==> src/rtl/hazard_forward_ctrl.sv <==
// hazard_forward_ctrl: EX-stage operand forwarding and hazard detection.
// Forwarding checks EX/MEM, then MEM/WB, then a one-cycle WB-hold copy.
// Stalls come from load-use hazards and from a per-register busy scoreboard
// that tracks outstanding multi-cycle (MUL/DIV) destinations.
// Optional build macro HAZ_PERF_CNT_EN adds the stall_cycles and
// fwd_events saturating performance counters.
module hazard_forward_ctrl #(
    parameter int DATA_WIDTH   = 32,
    parameter int ADDR_WIDTH   = 5,
    parameter int NUM_RD_PORTS = 2
) (
    input  logic                                clk,
    input  logic                                rst_n,
    input  logic [NUM_RD_PORTS*ADDR_WIDTH-1:0]  id_rs,
    input  logic [NUM_RD_PORTS-1:0]             id_rs_valid,
    input  logic [NUM_RD_PORTS*ADDR_WIDTH-1:0]  idex_rs,
    input  logic [NUM_RD_PORTS*DATA_WIDTH-1:0]  idex_rdata,
    input  logic [ADDR_WIDTH-1:0]               idex_rd,
    input  logic                                idex_reg_w,
    input  logic                                idex_mem_r,
    input  logic [ADDR_WIDTH-1:0]               exmem_rd,
    input  logic                                exmem_reg_w,
    input  logic [DATA_WIDTH-1:0]               exmem_alu_out,
    input  logic [ADDR_WIDTH-1:0]               memwb_rd,
    input  logic                                memwb_reg_w,
    input  logic [DATA_WIDTH-1:0]               memwb_wdata,
    input  logic                                mc_issue,
    input  logic [ADDR_WIDTH-1:0]               mc_issue_rd,
    input  logic                                mc_done,
    input  logic [ADDR_WIDTH-1:0]               mc_done_rd,
    output logic [NUM_RD_PORTS*DATA_WIDTH-1:0]  fwd_data,
    output logic [2*NUM_RD_PORTS-1:0]           fwd_sel,
    output logic                                stall,
    output logic                                flush_idex
`ifdef HAZ_PERF_CNT_EN
    ,
    output logic [31:0]                         stall_cycles,
    output logic [31:0]                         fwd_events
`endif
);

    localparam int NUM_REGS = 1 << ADDR_WIDTH;

    logic [NUM_REGS-1:0]   busy_q, busy_d;
    logic                  hold_valid_q;
    logic [ADDR_WIDTH-1:0] hold_rd_q;
    logic [DATA_WIDTH-1:0] hold_data_q;

    logic luseMatch, sbMatch, wawMatch, luse, waw;

    // Per-port priority forwarding; x0 and reset both fall back to the regfile value.
    always_comb begin
        fwd_sel  = '0;
        fwd_data = idex_rdata;
        for (int p = 0; p < NUM_RD_PORTS; p++) begin
            if (rst_n && idex_rs[p*ADDR_WIDTH +: ADDR_WIDTH] != '0) begin
                if (exmem_reg_w && exmem_rd == idex_rs[p*ADDR_WIDTH +: ADDR_WIDTH]) begin
                    fwd_sel[2*p +: 2]                = 2'd1;
                    fwd_data[p*DATA_WIDTH +: DATA_WIDTH] = exmem_alu_out;
                end else if (memwb_reg_w && memwb_rd == idex_rs[p*ADDR_WIDTH +: ADDR_WIDTH]) begin
                    fwd_sel[2*p +: 2]                = 2'd2;
                    fwd_data[p*DATA_WIDTH +: DATA_WIDTH] = memwb_wdata;
                end else if (hold_valid_q && hold_rd_q == idex_rs[p*ADDR_WIDTH +: ADDR_WIDTH]) begin
                    fwd_sel[2*p +: 2]                = 2'd3;
                    fwd_data[p*DATA_WIDTH +: DATA_WIDTH] = hold_data_q;
                end
            end
        end
    end

    // Load-use, scoreboard and in-flight multi-cycle issue hazards combine into one stall.
    always_comb begin
        luseMatch = 1'b0;
        sbMatch   = 1'b0;
        wawMatch  = 1'b0;
        for (int p = 0; p < NUM_RD_PORTS; p++) begin
            if (id_rs_valid[p]) begin
                if (id_rs[p*ADDR_WIDTH +: ADDR_WIDTH] == idex_rd)     luseMatch = 1'b1;
                if (busy_q[id_rs[p*ADDR_WIDTH +: ADDR_WIDTH]])        sbMatch   = 1'b1;
                if (id_rs[p*ADDR_WIDTH +: ADDR_WIDTH] == mc_issue_rd) wawMatch  = 1'b1;
            end
        end
        luse       = idex_reg_w && idex_mem_r && (idex_rd != '0) && luseMatch;
        waw        = mc_issue && (mc_issue_rd != '0) && idex_reg_w && !busy_q[idex_rd] && wawMatch;
        stall      = rst_n && (luse || sbMatch || waw);
        flush_idex = stall;
    end

    // Scoreboard next state: clear on completion, then set on issue so set wins.
    always_comb begin
        busy_d = busy_q;
        if (mc_done && mc_done_rd != '0)   busy_d[mc_done_rd]  = 1'b0;
        if (mc_issue && mc_issue_rd != '0) busy_d[mc_issue_rd] = 1'b1;
    end

    // State registers: busy scoreboard and the one-cycle WB-hold copy.
    always_ff @(posedge clk or negedge rst_n) begin
        if (!rst_n) begin
            busy_q       <= '0;
            hold_valid_q <= 1'b0;
            hold_rd_q    <= '0;
            hold_data_q  <= '0;
        end else begin
            busy_q       <= busy_d;
            hold_valid_q <= memwb_reg_w;
            hold_rd_q    <= memwb_rd;
            hold_data_q  <= memwb_wdata;
        end
    end

`ifdef HAZ_PERF_CNT_EN
    logic [31:0] fwdCount;
    logic [32:0] stallSum, fwdSum;

    // Count forwarded ports this cycle and form unsaturated next counter values.
    always_comb begin
        fwdCount = '0;
        for (int p = 0; p < NUM_RD_PORTS; p++) begin
            if (fwd_sel[2*p +: 2] != 2'd0) fwdCount = fwdCount + 32'd1;
        end
        stallSum = {1'b0, stall_cycles} + {32'd0, stall};
        fwdSum   = {1'b0, fwd_events} + {1'b0, fwdCount};
    end

    // Saturating performance counters.
    always_ff @(posedge clk or negedge rst_n) begin
        if (!rst_n) begin
            stall_cycles <= '0;
            fwd_events   <= '0;
        end else begin
            stall_cycles <= stallSum[32] ? '1 : stallSum[31:0];
            fwd_events   <= fwdSum[32]   ? '1 : fwdSum[31:0];
        end
    end
`endif

endmodule

==> config.mk <==
export PLATFORM = sky130hd
export DESIGN_NAME = hazard_forward_ctrl
export DESIGN_NICKNAME = d
export VERILOG_FILES = /design/src/rtl/hazard_forward_ctrl.sv
export SDC_FILE = /design/constraint.sdc
export NUM_CORES = 1
export LEC_CHECK = 0
export CAP_MARGIN = 20
export CORE_ASPECT_RATIO = 2
export CORE_MARGIN = 10
export CORE_UTILIZATION = 41
export DETAILED_ROUTE_END_ITERATION = 6
export PLACE_DENSITY = 0.8
export SYNTH_ARGS = -nofsm -noshare
export SYNTH_HDL_FRONTEND = slang
export SYNTH_SLANG_ARGS = --single-unit
==> constraint.sdc <==
create_clock -name clk -period 3.7 [get_ports clk]
set_clock_uncertainty 0.1 [all_clocks]
set_input_delay 0.37 -clock clk [delete_from_list [all_inputs] [get_ports clk]]
set_output_delay 0.37 -clock clk [all_outputs]
set_load 0.02 [all_outputs]
# Word-level counts from Yosys, hierarchy flattened
# Cells that the tools add are included.
[word_totals]
reg_bits = 70
in_bits = 183
[op_classes]
magnitude_cmp = 7
eq_ne = 10
muxes = 40
bitwise_logic = 3
n_reduce_logical = 27
[op_table]
columns = ["operator", "n"]
rows = [
  ["two-way mux 32 bit", 10],
  ["equality test 5 bit", 10],
  ["AND 32 bit", 1],
  ["inverter 32 bit", 1],
  ["bitwise OR 32 bit", 1],
  ["< comparator 5 x 6 -> 1 bit (second input constant)", 5],
  ["nonzero test 5 bit", 5],
  ["logical AND 1 bit", 19],
  ["two-way mux 1 bit", 17],
  ["two-way mux 2 bit", 8],
  ["binary-select mux 1 bit (select 5 bit)", 3],
  ["demux 1 bit (select 5 bit)", 2],
  ["greater-or-equal comparator 5 x 1 -> 1 bit (second input constant)", 2],
  ["logical OR 1 bit", 2],
  ["logical NOT 1 bit", 1],
]

# Depth between registers and ports, before layout
[logic_depth]
depth_word = 9
ltp_mapped = 9

# Worst setup path after synthesis
# OpenSTA, ideal clock, no wires.
[synth_timing]
path_type = "input to output"
start = "in id_rs[6]"
end = "out stall"
t_arrival_ps = 2287
slack_ps = 943
stages = 7
path_cell_list = "clkbuf_1 > mux4_1 > mux4_2 > and4b_1 > nor4_2 > nand3_1 > buf_4"
[synth_via]
elab_chain_len = 7
elab_cells_between_ends = 15
[synth_rtl]
columns = ["item", "line_no", "rtl"]
rows = [
  ["from (decl)", "14", "input logic [NUM_RD_PORTS*ADDR_WIDTH-1:0] id_rs,"],
  ["binary-select mux 1 bit (select 5 bit) / equality test 5 bit (equally long branches)", "79, 78", ""],
  ["two-way mux 1 bit, on equally long branches", "79, 78", ""],
  ["two-way mux 1 bit, on equally long branches", "79, 77", ""],
  ["two-way mux 1 bit / logical AND 1 bit (equally long branches)", "77, 83", ""],
  ["logical OR 1 bit", "85", "stall = rst_n && (luse || sbMatch || waw);"],
  ["logical OR 1 bit (*)", "85", ""],
  ["logical AND 1 bit (*)", "85", ""],
  ["to (decl)", "33", "output logic stall,"],
]
# Every way passes the cells marked *; elsewhere a longest branch is shown, timed or not. The select of a mux whose other input is x is not followed.

# Worst setup path after layout
[layout_timing]
start = "in id_rs[5]"
end = "out flush_idex"
[layout_via]
elab_chain_len = 7
elab_cells_between_ends = 15
[layout_rtl]
columns = ["item", "line_no", "rtl"]
rows = [
  ["binary-select mux 1 bit (select 5 bit) / equality test 5 bit (equally long branches)", "79, 78", ""],
  ["two-way mux 1 bit, on equally long branches", "79, 78", ""],
  ["two-way mux 1 bit, on equally long branches", "79, 77", ""],
  ["two-way mux 1 bit / logical AND 1 bit (equally long branches)", "77, 83", ""],
  ["logical OR 1 bit", "85", ""],
  ["logical OR 1 bit (*)", "85", ""],
  ["logical AND 1 bit (*)", "85", ""],
  ["to (decl)", "34", "output logic flush_idex"],
]
# Marked as above.

==> impl_metrics.csv <==
group,metric,value,unit
drt,vias_per_cell,6.538,
floorplan,io_pins,253,
synth,synth_seq_cells,70,
finish,final_util,66.61,%
finish,layout_commonest_cell,"clkdlybuf4s50_1",
setup_path,cpLargestDelayFamily,"buffers and inverters",
drt,finalWirelength,27.16,mm
synth,synth_fa_ha_area_share,0,%
placed_design,dp_slack,0.07551,ns
timing,fin_crit_sh,98.35,%
placed_design,hpwl,21.62,mm
grt,grt-ovfl-total,0,
drt,drtIter0Drc,516,
placed_design,port_buffers,252,
finish,fillers,1097,
grt,grt_pass1_vias,7484,
clock_tree,clockBufferDepth,2,
synth,synth_ff_type,"dfrtp_1",
power_and_ir_drop,power_frac_comb,33.4,%
floorplan,coreArea,0.01307,mm²
power_and_ir_drop,swShare,30.64,%
grt,antenna_found_initial,3,
timing,slew_headroom,63.54,%
finish,syn_to_final_growth,58.81,%
finish,drive_gt1_share,9.853,%
power_and_ir_drop,vdd_drop_max,0.0002444,V
clock_tree,cts_setup_buffers,0,
finish,multi_input_area,0.003531,mm²
setup_path,critPathKind,"input port to output port",
timing,finalSetupViolations,0,
synth,synth_mux_area_share,10.55,%
synth,syn_avg_cell_area,8.590,µm²
setup_path,crit_path_end_kind,"output port",
clock_tree,root_buffer,"clkbuf_16",
finish,final_cell_mix,"clkdlybuf4s50_1, o21ai_0, nand2_1",
power_and_ir_drop,clkPwrFrac,32.5,%
drt,ant_nets,0,
timing,tightest_slew,0.5419,ns
grt,track_usage,28.67,%
drt,vias,6786,
synth,synthXorXnorAreaFrac,7.991,%
grt,grt_max_degree,42,
synth,synth_compound_area_share,30.87,%
floorplan,start_util,41.94,%
clock_tree,cts_max_level,3,
timing,slew_viol_final,0,
finish,num-nets-final,1061,
synth,ys_async_sr_fraction,100.0,%
power_and_ir_drop,p_leak,3.365,nW
setup_path,cp_common_cell,"clkdlybuf4s50_1",
power_and_ir_drop,power_frac_seq,34.1,%
grt,grt_pass1_wl,41.25,mm
synth,syn-cell-area,0.005480,mm²
power_and_ir_drop,p_per_area,328.2,mW/mm²
placed_design,gp_congestion,1.105,
setup_path,cp_cell_sequence,"clkdlybuf4s50_1 > mux4_1 > mux4_2 > and4b_1 > nor4_2 > nand3_1 > clkdlybuf4s50_1",
synth,synthesis.instances,638,
synth,synth-simple-area-share,13.93,%
floorplan,die_x,101.8,µm
synth,ys_seq_area_share,31.96,%
run,drv_cap,0,
synth,yosysUniqueCellTypes,44,
floorplan,fp-row-count,59,
clock_tree,cts.clk_slew.worst_paths,0.05,ns
drt,wire_per_inst,26.16,µm
clock_tree,cts_tree,"built",
synth,synth_top_family_by_area,"compound AO/OA/AOI/OAI gates",
setup_path,path_buf_inv,2,
floorplan,die_h,183.5,µm
clock_tree,clock_sinks,70,
timing,finalHoldViolations,0,
floorplan,dieArea,0.01867,mm²
power_and_ir_drop,p_int,1.981,mW
min_path,min_path_type,"register to register",
drt,drt_pass1_iterations,7,
power_and_ir_drop,power.switching,0.8751,mW
drt,drc,1,
setup_path,max_stage_delay,0.61,ns
timing,worst_slack,0.06111,ns
setup_path,cp.required,3.23,ns
setup_path,crit_slowest_cell,"mux4_1",
synth,synth_edf_count,0,
status,outcome,"finished, violations left",
status,violations,"design-rule violations",
timing,max_freq,274.8,MHz
setup_path,crit_arrival,3.17,ns
clock_tree,cts_made_buffers,9,
timing,period_needed,3.639,ns
synth,synth-warning-count,0,
setup_path,cp_max_fo,5,
synth,synth_nets,821,
clock_tree,insertion_delay,0.33,ns
setup_path,crit_path_start_kind,"input port",
finish,ff_latch_area,0.001752,mm²
==> flip-flops by register name, summed over array words and instances, names as in the netlist <==
name and flops:
busy_q 32, hold_data_q 32, hold_rd_q 5, hold_valid_q 1
==> cells in the mapped netlist (4+ instances only) <==
cell type  count  area, µm²
a221oi_1      64      560.5
and3_1         7      43.79
buf_2         14      70.07
clkbuf_1      43      161.4
dfrtp_1       70       1752
mux2i_1        9      90.09
mux4_1         4      105.1
mux4_2        16      360.4
nand2_1       75      281.5
nand3_1       16      80.08
nand3b_1      13      97.59
nor2_1         6      22.52
nor2b_1        6      37.54
nor4_1        11      68.82
o21a_1         4      30.03
o21ai_0      170      850.8
o21ai_1       20      100.1
or3b_2         5      43.79
xnor2_1       10      87.58
xor2_1        40      350.3
==> layout make-up <==
class / instances / share of cell area, %
flip-flops and latches: 70 / 20.13
diodes: 3 / 0.08626
well taps: 152 / 2.185
repair buffers: 288 / 33.24
multi-input cells: 507 / 40.57
clock inverters: 6 / 0.9632
inverters: 2 / 0.08626
clock buffers: 10 / 2.746
==> through the flow <==
step           instance area (µm²)    TNS, ns  total power, mW  std cells  hold WS [ns]
4_1_cts                       8656          0            2.855       1035        0.3397
2_1_floorplan                 5480          0            1.392        638      -0.02559
3_3_place_gp                  8323          0            1.883       1018        0.1365
6_report                      8703          0            2.856       1038        0.3483
3_5_place_dp                  8323          0            1.920       1018        0.1376
5_1_grt                       8703  -0.002113            2.982       1038        0.3676
==> routing by layer <==
| metal | vias up | part of all wire, % | GRT usage (%) |
|---|---|---|---|
| met3 | 135 | 10 | 9.714 |
| met4 | 0 | 8.6 | 22.51 |
| met1 | 3231 | 31 | 26.00 |
| li1 | 2939 | - | - |
| met5 | - | 0 | 0 |
| met2 | 481 | 50 | 50.16 |
==> path summary, 6_finish.rpt <==
check                                to  depth (start not counted)        from  slack [ns]
setup / recovery             flush_idex                          7    id_rs[5]        0.06
hold / removal                busy_q[0]                          0   busy_q[0]        0.35
setup reg to reg             busy_q[15]                          2  busy_q[15]        2.80
hold reg to reg               busy_q[0]                          0   busy_q[0]        0.35
max in group asynchronous    busy_q[30]                          3       rst_n        2.35
min in group asynchronous  hold_rd_q[4]                          2       rst_n        0.36
==> cells by family (layout without fill, tap and decap cells) <==
kind of cell           Yosys count  after routing
AO/OA/AOI/OAI                  275            275
other                            0              3
multiplexers                    31             31
buffers and inverters           61            306
XOR/XNOR                        50             50
flip-flops                      70             70
AND/OR/NAND/NOR                151            151
==> power groups by stage <==
| stage | Clock (mW) | Sequential, mW | Combinational (mW) |
|---|---|---|---|
| 6_report | 0.929 | 0.973 | 0.954 |
| 5_1_grt | 0.981 | 0.983 | 1.02 |
| 3_3_place_gp | 0 | 0.968 | 0.915 |
| 3_5_place_dp | 0 | 0.980 | 0.940 |
| 4_1_cts | 0.941 | 0.968 | 0.946 |
| 2_1_floorplan | 0 | 0.936 | 0.455 |
==> what timing repair did <==
action                                  4_1_cts  5_1_grt
endpoints found under the setup margin        0       19
endpoints found under the hold margin         6        0
resized for setup                             0        8
hold buffers                                  1        0
Power figures use the tool's default switching activity.
